**config.mk**
```make
export PLATFORM = sky130hd
export DESIGN_NAME = id_ex_pipe_reg
export DESIGN_NICKNAME = d
export VERILOG_FILES = /design/src/rtl/riscv_pipe_pkg.sv /design/src/rtl/pipe_reg_en_clr.sv /design/src/rtl/id_ex_pipe_reg.sv
export SDC_FILE = /design/constraint.sdc
export NUM_CORES = 1
export LEC_CHECK = 0
export CELL_PAD_IN_SITES_DETAIL_PLACEMENT = 1
export CELL_PAD_IN_SITES_GLOBAL_PLACEMENT = 2
export CORE_ASPECT_RATIO = 1.25
export CORE_MARGIN = 2
export CORE_UTILIZATION = 29
export CTS_CLUSTER_DIAMETER = 200
export DETAILED_ROUTE_END_ITERATION = 12
export GPL_TIMING_DRIVEN = 0
export PLACE_DENSITY = 0.95
export RECOVER_POWER = 100
export SLEW_MARGIN = 20
export SYNTH_ARGS = -nofsm -noshare
export SYNTH_HDL_FRONTEND = slang
export SYNTH_HIERARCHICAL = 1
export SYNTH_SLANG_ARGS = --single-unit
```
**constraint.sdc**
```tcl
create_clock -name clk -period 11.8 [get_ports clk]
set_input_delay 2.36 -clock clk [delete_from_list [all_inputs] [get_ports clk]]
set_output_delay 2.36 -clock clk [all_outputs]
set_load 0.02 [all_outputs]
```
**src/rtl/riscv_pipe_pkg.sv**
```systemverilog
// Shared pipeline types for the 5-stage RV32I core: the ID/EX control bundle
// and the encodings of its fields.
package riscv_pipe_pkg;

   typedef struct packed {
      logic       regWrite;
      logic [1:0] resultSrc;
      logic       MemWrite;
      logic       Jump;
      logic       Branch;
      logic [2:0] ALUControl;
      logic       ALUSrc;
   } id_ex_ctrl_t;

   localparam logic [1:0] RESULT_ALU = 2'b00;
   localparam logic [1:0] RESULT_MEM = 2'b01;
   localparam logic [1:0] RESULT_PC4 = 2'b10;

   localparam logic [2:0] ALU_ADD = 3'b000;
   localparam logic [2:0] ALU_SUB = 3'b001;
   localparam logic [2:0] ALU_AND = 3'b010;
   localparam logic [2:0] ALU_OR  = 3'b011;
   localparam logic [2:0] ALU_SLT = 3'b101;

   localparam id_ex_ctrl_t CTRL_BUBBLE = '0;

endpackage

```
**src/rtl/pipe_reg_en_clr.sv**
```systemverilog
// W-bit pipeline flop: async reset, synchronous clear with priority over enable.
module pipe_reg_en_clr #(
   parameter int W = 8
) (
   input  logic         clk,
   input  logic         reset,
   input  logic         i_en,
   input  logic         i_clr,
   input  logic [W-1:0] i_d,
   output logic [W-1:0] o_q
);

   logic [W-1:0] r_q;

   always_ff @(posedge clk or posedge reset) begin
      if (reset)      r_q <= '0;
      else if (i_clr) r_q <= '0;
      else if (i_en)  r_q <= i_d;
   end

   assign o_q = r_q;

endmodule

```
**src/rtl/id_ex_pipe_reg.sv**
```systemverilog
// ID/EX pipeline register: carries the decode control bundle and operands into
// execute, with stall/flush and issue/bubble counters.
module id_ex_pipe_reg
   import riscv_pipe_pkg::*;
#(
   parameter int word_width = 32,
   parameter int CNT_W      = 32
) (
   input  logic                  clk,
   input  logic                  reset,
   input  logic                  StallE,
   input  logic                  FlushE,
   input  logic                  validD,
   input  logic                  regWriteD,
   input  logic [1:0]            resultSrcD,
   input  logic                  MemWriteD,
   input  logic                  JumpD,
   input  logic                  BranchD,
   input  logic [2:0]            ALUControlD,
   input  logic                  ALUSrcD,
   input  logic [word_width-1:0] RD1D,
   input  logic [word_width-1:0] RD2D,
   input  logic [word_width-1:0] PCD,
   input  logic [word_width-1:0] PCPlus4D,
   input  logic [word_width-1:0] ImmExtD,
   input  logic [4:0]            Rs1D,
   input  logic [4:0]            Rs2D,
   input  logic [4:0]            RdD,
   output logic                  validE,
   output logic                  regWriteE,
   output logic [1:0]            resultSrcE,
   output logic                  MemWriteE,
   output logic                  JumpE,
   output logic                  BranchE,
   output logic [2:0]            ALUControlE,
   output logic                  ALUSrcE,
   output logic [word_width-1:0] RD1E,
   output logic [word_width-1:0] RD2E,
   output logic [word_width-1:0] PCE,
   output logic [word_width-1:0] PCPlus4E,
   output logic [word_width-1:0] ImmExtE,
   output logic [4:0]            Rs1E,
   output logic [4:0]            Rs2E,
   output logic [4:0]            RdE,
   output logic [CNT_W-1:0]      issue_cnt,
   output logic [CNT_W-1:0]      bubble_cnt
);

   localparam int CTRL_BITS = $bits(id_ex_ctrl_t) + 1;
   localparam int DATA_BITS = 5 * word_width + 15;
   localparam logic [CNT_W-1:0] CNT_ONE = {{(CNT_W-1){1'b0}}, 1'b1};

   id_ex_ctrl_t          w_ctrl_d;
   id_ex_ctrl_t          w_ctrl_q;
   logic [CTRL_BITS-1:0] w_cv_q;
   logic [DATA_BITS-1:0] w_data_q;
   logic                 w_issue;
   logic                 w_bubble;
   logic [CNT_W-1:0]     r_issue_cnt;
   logic [CNT_W-1:0]     r_bubble_cnt;

   // An invalid slot carries a zeroed bundle so it can never write regfile or memory.
   always_comb begin
      w_ctrl_d = CTRL_BUBBLE;
      if (validD) begin
         w_ctrl_d.regWrite   = regWriteD;
         w_ctrl_d.resultSrc  = resultSrcD;
         w_ctrl_d.MemWrite   = MemWriteD;
         w_ctrl_d.Jump       = JumpD;
         w_ctrl_d.Branch     = BranchD;
         w_ctrl_d.ALUControl = ALUControlD;
         w_ctrl_d.ALUSrc     = ALUSrcD;
      end
   end

   pipe_reg_en_clr #(.W(CTRL_BITS)) u_ctrl_reg (
      .clk   (clk),
      .reset (reset),
      .i_en  (!StallE),
      .i_clr (FlushE),
      .i_d   ({validD, w_ctrl_d}),
      .o_q   (w_cv_q)
   );

   pipe_reg_en_clr #(.W(DATA_BITS)) u_data_reg (
      .clk   (clk),
      .reset (reset),
      .i_en  (!StallE),
      .i_clr (FlushE),
      .i_d   ({RD1D, RD2D, PCD, PCPlus4D, ImmExtD, Rs1D, Rs2D, RdD}),
      .o_q   (w_data_q)
   );

   assign {validE, w_ctrl_q} = w_cv_q;
   assign regWriteE   = w_ctrl_q.regWrite;
   assign resultSrcE  = w_ctrl_q.resultSrc;
   assign MemWriteE   = w_ctrl_q.MemWrite;
   assign JumpE       = w_ctrl_q.Jump;
   assign BranchE     = w_ctrl_q.Branch;
   assign ALUControlE = w_ctrl_q.ALUControl;
   assign ALUSrcE     = w_ctrl_q.ALUSrc;
   assign {RD1E, RD2E, PCE, PCPlus4E, ImmExtE, Rs1E, Rs2E, RdE} = w_data_q;

   // A flush under stall still delivers (and counts) a bubble.
   assign w_issue  = !FlushE && !StallE && validD;
   assign w_bubble = FlushE || (!StallE && !validD);

   always_ff @(posedge clk or posedge reset) begin
      if (reset) begin
         r_issue_cnt  <= '0;
         r_bubble_cnt <= '0;
      end else begin
         if (w_issue)  r_issue_cnt  <= r_issue_cnt + CNT_ONE;
         if (w_bubble) r_bubble_cnt <= r_bubble_cnt + CNT_ONE;
      end
   end

   assign issue_cnt  = r_issue_cnt;
   assign bubble_cnt = r_bubble_cnt;

endmodule

```
==> reports/qor.txt, run 1 <==
input/output buffers -> 439
P&R area growth vs syn -> 54.9%
Max Fclk -> 0.182 GHz
Lkg Pwr -> 8.08 nW
largest net degree at the start of global routing -> 100
Critical Path RT -> 11.79 ns
switching share of power -> 27.7%
Synth Net Count -> 1,059
Die ar. -> 38,100 um^2
Synth Instances -> 867
layout cells sized above 1 -> 4.63%
status -> finished, violations left
mux contribution to synthesized area -> 17.6%
Die W -> 175 um
CTS tree -> built
cell-internal power -> 1.61 mW
antenna violations before repair -> 2
fin cells -> 1,843
XOR/XNOR Fraction of Synth Area -> 5.13%
fin crit period -> 5.50 ns
remaining antenna violation count -> 0
yosys warns -> 6
post-synth cell types -> 30
fin util -> 45.3%
chip height -> 218 um
1st-pass router iterations -> 4
Final Max Slew Viols -> 134
CTS root buf -> clkbuf_16
Crit Path Class -> input port to asynchronous set/reset pin
WL per Instance -> 19.4 um
Final nets -> 1,530
Placed Cells -> 1,788
Crit. End Element -> asynchronous set/reset pin
final-report hold violation count -> 0
complex-gate fraction of the synthesized area -> 0.165%
clock sinks -> 250
max cap viols -> 2
Vias/cell -> 4.55
Synth Area in Simple Gates -> 13.8%
post-synthesis sequential area ratio -> 59.0%
clock buffer depth -> 3
FILL cells -> 3,895
setup repair bufs after CTS -> 0
first-pass GRT wire length -> 55,500 um
WL final -> 35,700 um
pwr dens -> 136 nW/um^2
Final setup viols -> 0
Tcrit/Tclk final -> 46.6%
I/O pins -> 440
Combinational Power Share -> 18.1%
routability cong. -> 0.789
Core ar. -> 36,200 um^2
Crit Path Max Fanout -> 56
Post-CTS Hold Buffers -> 0
worst vdd ir -> 0.000118 V
dpl hpwl -> 27,000 um
total CTS buffers -> 28
Rel. slew slack -> -160%
total global routing overflow -> 0
Worst Tran Pin Value -> 3.88 ns
Syn Area/Cell -> 12.2 um^2
vias -> 8,382
Post-Synth Adder-Cell Area -> 0.236%
Starting DRT DRC Count -> 223
row count -> 78
drt drc -> 0
Hold Crit Class -> register to register
Starting Density -> 29.3%
Setup TNS -> 0 ns
startpoint types -> input port
clock share of power -> 38.7%
clk_lat worst skew -> 0.55 ns
vias in the first global route -> 9,461
crit path DAT -> 5.49 ns
violated checks -> capacitance limit, slew limit
H-tree depth -> 1
clock slew seen by the registers of the worst setup and hold paths -> 0.06 ns
Total GRT Usage -> 18.6%
clock skew -> 0.00899 ns
Net Switching -> 0.617 mW
Synth Register Bits -> 250
register share of total power -> 43.2%
unrepaired setup endpoints after global routing -> no
cts repair resizes -> 0
largest family of logic cells by synthesized area -> multiplexers
Mapped Area -> 10,600 um^2
==> state kept, by name, summed over array words and instances (netlist names) <==
name            cells
issue_cnt          32
u_ctrl_reg/o_q     11
u_data_reg/o_q    175
bubble_cnt         32
==> worst paths after layout <==
kind / startpoint / end / slack, ns / cells after the start
min in group asynchronous: reset / issue_cnt[12] / 2.31 / 2
setup / recovery: reset / bubble_cnt[19] / 6.30 / 3
max in group clk: FlushE / issue_cnt[19] / 6.99 / 5
hold reg to reg: bubble_cnt[31] / bubble_cnt[31] / 0.48 / 1
hold / removal: bubble_cnt[31] / bubble_cnt[31] / 0.48 / 1
setup reg to reg: issue_cnt[4] / issue_cnt[19] / 9.48 / 4
==> metal layers <==
layer,vias to the layer above,part of all wire (%),track usage [%]
met5,-,0,0
met4,0,3.3,6.64
met3,63,9.1,6.61
met2,324,52,34.3
met1,4109,35,19.4
li1,3886,-,-
==> power by group through the flow <==
stage	Sequential [mW]	Clock, mW	Combinational (mW)
after global routing	0.973	0.924	0.437
after CTS	0.967	0.896	0.440
after global placement	0.978	0	0.424
after detailed placement	0.981	0	0.436
after floorplan	1.04	0	0.135
final	0.963	0.863	0.403
==> per-stage QoR <==
stage | setup WS (ns) | power [mW] | area [um^2] | hold slack, ns
CTS | 7.45 | 2.30 | 16600 | 0.493
floorplan | 4.69 | 1.17 | 10600 | 0.582
global placement | 1.88 | 1.40 | 15600 | 0.464
global route | 5.57 | 2.33 | 16400 | 0.507
finish | 6.30 | 2.23 | 16400 | 0.481
detailed placement | 6.85 | 1.42 | 15700 | 0.478
==> final cells by class <==
class                           count  area (um^2)  share of cell area [%]
Sequential cell                   250         6260                    38.1
Timing Repair Buffer              441         4430                    27.0
Multi-Input combinational cell    568         3880                    23.6
Clock buffer                       46          880                    5.36
Tap cell                          480          601                    3.66
Buffer                             44          304                    1.85
Clock inverter                      6         36.3                   0.221
Inverter                            5         21.3                   0.130
Antenna cell                        3         7.51                  0.0458
==> critical path, cell delays in order <==
cell and delay (ns):
dlygate4sd3_1 0.60, clkinvlp_2 0.29, clkbuf_1 2.17
==> cells in the final DEF (no fill, tap or decap), types with 4 or more instances in the layout <==
cell type / Yosys / routed
clkdlybuf4s50_1: 0 / 185
and3_1: 10 / 10
and2_1: 11 / 11
dlygate4sd3_1: 0 / 254
nand4_1: 28 / 28
xor2_1: 8 / 8
clkbuf_8: 0 / 9
buf_8: 11 / 10
nand3_1: 21 / 21
xnor2_1: 54 / 54
clkbuf_1: 19 / 39
clkinv_2: 0 / 4
mux2i_1: 186 / 186
dfrtp_1: 250 / 250
nor3_1: 4 / 6
nand2_1: 29 / 29
and4_1: 7 / 7
clkbuf_16: 0 / 29
nor2_1: 195 / 195
==> Yosys cell counts <==
cell         n  area [um^2]
nor4_4       2         42.5
nor3_2       2         20.0
nand4_1     28          175
nor2_1     195          732
buf_8       11          165
inv_1        5         18.8
xor2_1       8         70.1
o21ba_2      1         10.0
nor3b_1      1         7.51
dfrtp_1    250         6260
nand2_1     29          109
buf_4        3         22.5
buf_2        4         20.0
nor4_1       2         12.5
clkbuf_1    19         71.3
nand3_1     21          105
buf_12       6          120
nor3_1       4         20.0
and4_1       7         61.3
nand4b_1     1         8.76
and3_1      10         62.6
ha_1         2         25.0
xnor2_1     54          473
or3b_4       1         11.3
and2_1      11         68.8
mux2i_1    186         1860
nor4b_2      1         15.0
o21bai_1     1         7.51
nand4bb_1    1         11.3
buf_6        1         11.3
==> cell families (layout without fill, tap and decap cells) <==
| logic type | after synthesis | count (layout) |
|---|---|---|
| DFF | 250 | 250 |
| xor gates and xnor gates | 62 | 62 |
| adders and majority gates | 2 | 2 |
| muxes | 186 | 186 |
| other | 0 | 3 |
| buffers and inverters | 49 | 542 |
| AOI/OAI and AO/OA | 2 | 2 |
| and+or+nand+nor | 316 | 316 |
Power figures use the tool's default switching activity.
==> run 2, diff against run 1 <==
Settings changed: CORE_UTILIZATION 29 to 27, PLACE_DENSITY 0.95 to 0.91.
Clock period 11.8 ns to 5.36 ns, I/O delays scaled along.
==> reports/qor.txt, run 2 (synthesized netlist as in run 1, its figures left out) <==
max FFs per register -> 175 (unchanged)
clock slew seen by the registers of the worst setup and hold paths -> 0.06 ns (about the same)
row count -> 81 (+3.8%)
Final setup viols -> 0 (unchanged)
pwr dens -> 309 nW/um^2 (+130%)
Rel. slew slack -> -18.7% (+140 points)
status -> finished, violations left
internal reg-to-reg setup slack -> 3.05 ns (-6.43 ns)
largest net degree at the start of global routing -> 35 (-65%)
1st-pass router iterations -> 4 (unchanged)
Worst Tran Pin Value -> 1.78 ns (-2.10 ns)
Max Fclk -> 0.275 GHz
Crit. End Element -> asynchronous set/reset pin
Final Max Slew Viols -> 91 (-32%)
vias in the first global route -> 9,485 (+0.25%)
Total GRT Usage -> 17.6% (-0.99 points)
total CTS buffers -> 28 (unchanged)
vias -> 8,481 (+1.2%)
chip height -> 225 um (+3.6%)
Starting Density -> 27.2% (-2.0 points)
Vias/cell -> 4.55 (+0.15%)
violated checks -> capacitance limit, slew limit
Tcrit/Tclk final -> 67.7%
startpoint types -> input port
worst vdd ir -> 0.000196 V (+67%)
clk_lat worst skew -> 0.55 ns (about the same)
Final nets -> 1,534 (+0.26%)
layout cells sized above 1 -> 3.82% (-0.81 points)
WL per Instance -> 19.7 um (+1.3%)
remaining antenna violation count -> 0 (unchanged)
Critical Path RT -> 6.09 ns (-5.70 ns)
final-report hold violation count -> 0 (unchanged)
antenna violations before repair -> 4 (+2)
unrepaired setup endpoints after global routing -> no
Die ar. -> 40,900 um^2 (+7.3%)
dpl hpwl -> 27,800 um (+2.7%)
first-pass GRT wire length -> 56,400 um (+1.7%)
setup repair bufs after CTS -> 0 (unchanged)
drt drc -> 0 (unchanged)
CTS root buf -> clkbuf_16
Setup TNS -> 0 ns (unchanged)
Starting DRT DRC Count -> 231 (+3.6%)
Hold Crit Class -> register to register
clock sinks -> 250 (unchanged)
total global routing overflow -> 0 (unchanged)
clock skew -> 0.0107 ns (+0.00175 ns)
max cap viols -> 4 (+2)
crit path DAT -> 4.36 ns (-1.13 ns)
FILL cells -> 4,215 (+8.2%)
commonest non-fill, non-tap cell in the layout -> dlygate4sd3_1
CTS tree -> built
I/O pins -> 440 (unchanged)
P&R area growth vs syn -> 54.8% (about the same)
Reg area -> 6260 um^2 (unchanged)
Worst Setup Slack, final -> 1.73 ns (-4.57 ns)
H-tree depth -> 1 (unchanged)
fin util -> 42.2% (-3.2 points)
Place WS -> 1.78 ns (-5.08 ns)
Core ar. -> 38,900 um^2 (+7.5%)
cts repair resizes -> 0 (unchanged)
clock buffer depth -> 3 (unchanged)
routability cong. -> 0.782 (-0.85%)
Post-CTS Hold Buffers -> 0 (unchanged)
multi-input logic area -> 3880 um^2 (unchanged)
commonest non-fill, non-tap cells in the layout -> dlygate4sd3_1, dfrtp_1, nor2_1
Die W -> 181 um (+3.6%)
WL final -> 36,600 um (+2.4%)
input/output buffers -> 439 (unchanged)
fin crit period -> 3.63 ns
Crit Path Class -> input port to asynchronous set/reset pin
Lkg Pwr -> 8.06 nW (-0.29%)
Crit Path Max Fanout -> 34 (-39%)
-- run 2: worst paths after layout --
path                                      from                  end  depth (start not counted)
worst max-delay path                     reset  u_data_reg/o_q[139]                          5
worst min-delay path            bubble_cnt[31]       bubble_cnt[31]                          1
worst max register to register    issue_cnt[4]        issue_cnt[19]                          4
worst min register to register  bubble_cnt[31]       bubble_cnt[31]                          1
max in group clk                        FlushE        issue_cnt[19]                          5
min in group asynchronous                reset    u_ctrl_reg/o_q[1]                          2
-- run 2: layout make-up --
class                   count  share of cell area (%)
multi-input cells         568                    23.6
diodes                      3                  0.0458
flip-flops and latches    250                    38.1
clock inverters             8                    1.03
repair buffers            445                    27.2
plain buffers              44                    1.08
clock buffers              41                    4.94
well taps                 498                    3.80
inverters                   5                   0.130
-- run 2: per-layer routing --
layer / wire [um] / part of all wire, % / track usage, % / vias to the layer above
met5: 11 / 0.030 / 0 / -
met2: 18600 / 51 / 31.3 / 327
met3: 3310 / 9.1 / 6.01 / 68
li1: - / - / - / 3878
met4: 1340 / 3.7 / 6.48 / 2
met1: 13300 / 36 / 19.5 / 4206
-- run 2: worst max-delay path, cell delays in order --
cell           delay [ns]
dlygate4sd3_1        0.59
clkinvlp_2           0.80
clkbuf_1             1.29
buf_12               0.32
buf_12               0.24
-- run 2: power by group --
group	internal [mW]	switching (mW)	leakage (nW)
logic	0.415	0.466	4.23
clock network	1.28	0.790	0.479
registers	2.01	0.105	3.34
total	3.71	1.36	8.06
-- run 2: stage by stage --
stage | total power [mW] | cells | cell area (um^2) | hold slack (ns)
final | 5.07 | 1862 | 16400 | 0.466
after global routing | 5.31 | 1861 | 16400 | 0.506
after CTS | 5.25 | 1859 | 16700 | 0.478
after detailed placement | 3.12 | 1810 | 15700 | 0.462
after global placement | 3.09 | 1804 | 15600 | 0.462
after floorplan | 2.59 | 867 | 10600 | 0.582
==> variant, RTL diff (config.mk and constraints of run 1) <==
Put one more register stage on the output `bubble_cnt`, cleared by the reset. The value now appears one clock later. The other outputs are not delayed to match.
--- a/src/rtl/id_ex_pipe_reg.sv
+++ b/src/rtl/id_ex_pipe_reg.sv
@@ -116,7 +116,13 @@
    end
 
    assign issue_cnt  = r_issue_cnt;
-   assign bubble_cnt = r_bubble_cnt;
+   always_ff @(posedge clk or posedge reset) begin
+      if (reset) begin
+         bubble_cnt <= '0;
+      end else begin
+         bubble_cnt <= r_bubble_cnt;
+      end
+   end
 
 endmodule
 
Formal check against the unedited RTL: not equivalent (a bounded check fails within 4 cycles, from zero or initial values and one cycle with reset high).
==> variant against run 1 <==
  * The flow still finishes with violations (capacitance limit, slew limit)
  * Sequential cell count rose by 32
  * Power rose by 7.5%
  * Area after synthesis rose by 7.5%
  * Clock power rose by 1%
  * Count of clock-buffer cells in the layout fell by 4
  * Clock skew rose by 0.0040 ns
  * Wire length rose by 8.0%
  * Setup slack got worse by 0.65 ns
  * Critical path depth did not move
  * Final area rose by 5.3%
  * Critical path type unchanged
==> variant: results (changes against run 1) <==
[route]
dr.first_iter.drc_count = 397  ; +78%
firstDrtPassIters = 4  ; unchanged
wl_per_cell_um = 20.5  ; +5.5%
post_drt_via_cell_ratio = 4.60  ; +1.1%

[worst_hold_path]
hp-start = r_bubble_cnt[31]
hold_path.class = register to register

[place]
dp_hpwl_um = 29200  ; +8.2%
placed_area_mm2 = 0.0165  ; +5.2%
port_buffers = 439  ; unchanged
place_ws_ns = 6.93  ; +0.0712 ns
gp_congestion = 0.806  ; +2.1%

[global_route]
grtUsageTotal_pct = 18.9  ; +0.29 points
antenna_found_initial = 2  ; unchanged
grt_pass1_vias = 9818  ; +3.8%
grt_pass1_wl_um = 59600  ; +7.3%
grt_start_max_net_pins = 98  ; -2.0%

[logic_synthesis]
synth_nets = 1088  ; +2.7%
synth.area.top_cells = dfrtp_1 62%, mux2i_1 16%, nor2_1 6.4%
yosysSeqAreaShare_pct = 62.0  ; +2.9 points
ys_warn_count = 6  ; unchanged
synth_cell_types = 30  ; unchanged
ys_async_sr_fraction_pct = 100  ; unchanged
synth_top_cells_by_count = 282 x dfrtp_1, 194 x nor2_1, 186 x mux2i_1, 51 x xnor2_1, 27 x nand3_1

[flow_run]
drv_cap = 5  ; +3

[run_status]
violations = capacitance limit, slew limit
status = finished with violations

[cells_and_area]
largest_reg_flops = 175  ; unchanged
fin_nets = 1560  ; +2.0%
drive_gt1_share_pct = 5.33  ; +0.70 points
n_antenna_cell = 0  ; -3

[setup_path]
path_class = input port to async pin
worstPathArrival_ns = 6.17  ; +0.68 ns
cpPeakStageDelay_ns = 2.13  ; -0.04 ns
cp_slowest_cell = clkbuf_1
r2r_start = issue_cnt[0]
crit_fanout = 55  ; -1.8%

[clocking]
clockBufferDepth = 3  ; unchanged
clk_latency_ns = 0.55  ; about the same
cts-htree-levels = 1  ; unchanged
cts_buffers = 29  ; +3.6%
cts.clk_slew.worst_paths_ns = 0.06  ; about the same
root_buffer = clkbuf_16

[timing]
finClkSkew_ns = 0.0130  ; +0.00397 ns
drv_slew = 200  ; +49%
worst_pin_slew_ns = 3.85  ; -0.0303 ns

[power_and_ir_drop]
ir_drop_uv = 107  ; -9.2%
p_sw_uw = 665  ; +7.8%
p_leak_uw = 0.00855  ; +5.8%

variant: changes by cell type after synthesis, sizes merged, moves of 3 or more:
| cell | before | now |
|---|---|---|
| nand2 | 29 | 19 |
| xor2 | 8 | 11 |
| nand3 | 21 | 27 |
| dfrtp | 250 | 282 |
| xnor2 | 54 | 51 |
variant: stage by stage:
stage / util (%) / power [uW] / hold slack, ns / cells
after floorplan: - / 1320 / 0.373 / 896
after global placement: 42.2 / 1550 / 0.386 / 1833
after detailed placement: 42.3 / 1570 / 0.394 / 1835
after CTS: 44.6 / 2470 / 0.408 / 1887
after global routing: 44.4 / 2510 / 0.429 / 1887
final: 44.4 / 2400 / 0.404 / 1887
variant: worst max-delay path, delay by kind of cell:
family	cells	cell delay, ns
buf+inv	3	3.76
variant: power groups by stage:
| stage | combinational [uW] | sequential [uW] | clock, uW |
|---|---|---|---|
| after floorplan | 137 | 1180 | 0 |
| after global placement | 442 | 1110 | 0 |
| after detailed placement | 454 | 1120 | 0 |
| after CTS | 460 | 1100 | 909 |
| after global routing | 463 | 1110 | 941 |
| final | 427 | 1100 | 873 |
variant: area by class of cell:
| type | count | area (um^2) |
|---|---|---|
| flip-flops and latches | 282 | 7060 |
| plain buffers | 46 | 415 |
| clock inverters | 10 | 57.6 |
| fillers | 4176 | 21600 |
| inverters | 7 | 28.8 |
| repair buffers | 441 | 4430 |
| multi-input cells | 561 | 3830 |
| clock buffers | 42 | 835 |
| well taps | 498 | 623 |
variant: cells by family (layout without fill, tap and decap cells):
kind of cell    Yosys count  count (layout)  share of synthesized area (%)
simple gates            308             308                           12.5
flops                   282             282                           62.0
mux                     187             187                           16.4
xor+xnor                 62              62                           4.77
buf+inv                  53             546                           3.92
fa+ha+maj                 2               2                          0.220
compound gates            2               2                          0.154
variant: path summary, 6_finish.rpt:
check	slack [ns]	end	cells past startpoint
worst min-delay path	0.40	bubble_cnt[31]	0
max in group clk	6.75	issue_cnt[25]	5
min in group asynchronous	2.33	u_ctrl_reg/o_q[3]	2
worst min register to register	0.40	bubble_cnt[31]	0
worst max-delay path	5.65	issue_cnt[31]	3
worst max register to register	9.01	issue_cnt[22]	5
variant: metal layers:
layer / track usage [%] / vias up / wire length, um
li1: - / 3942 / -
met1: 20.1 / 4358 / 13700
met2: 34.5 / 328 / 20000
met3: 8.56 / 41 / 4350
met4: 3.65 / 4 / 542
met5: 0 / - / 27
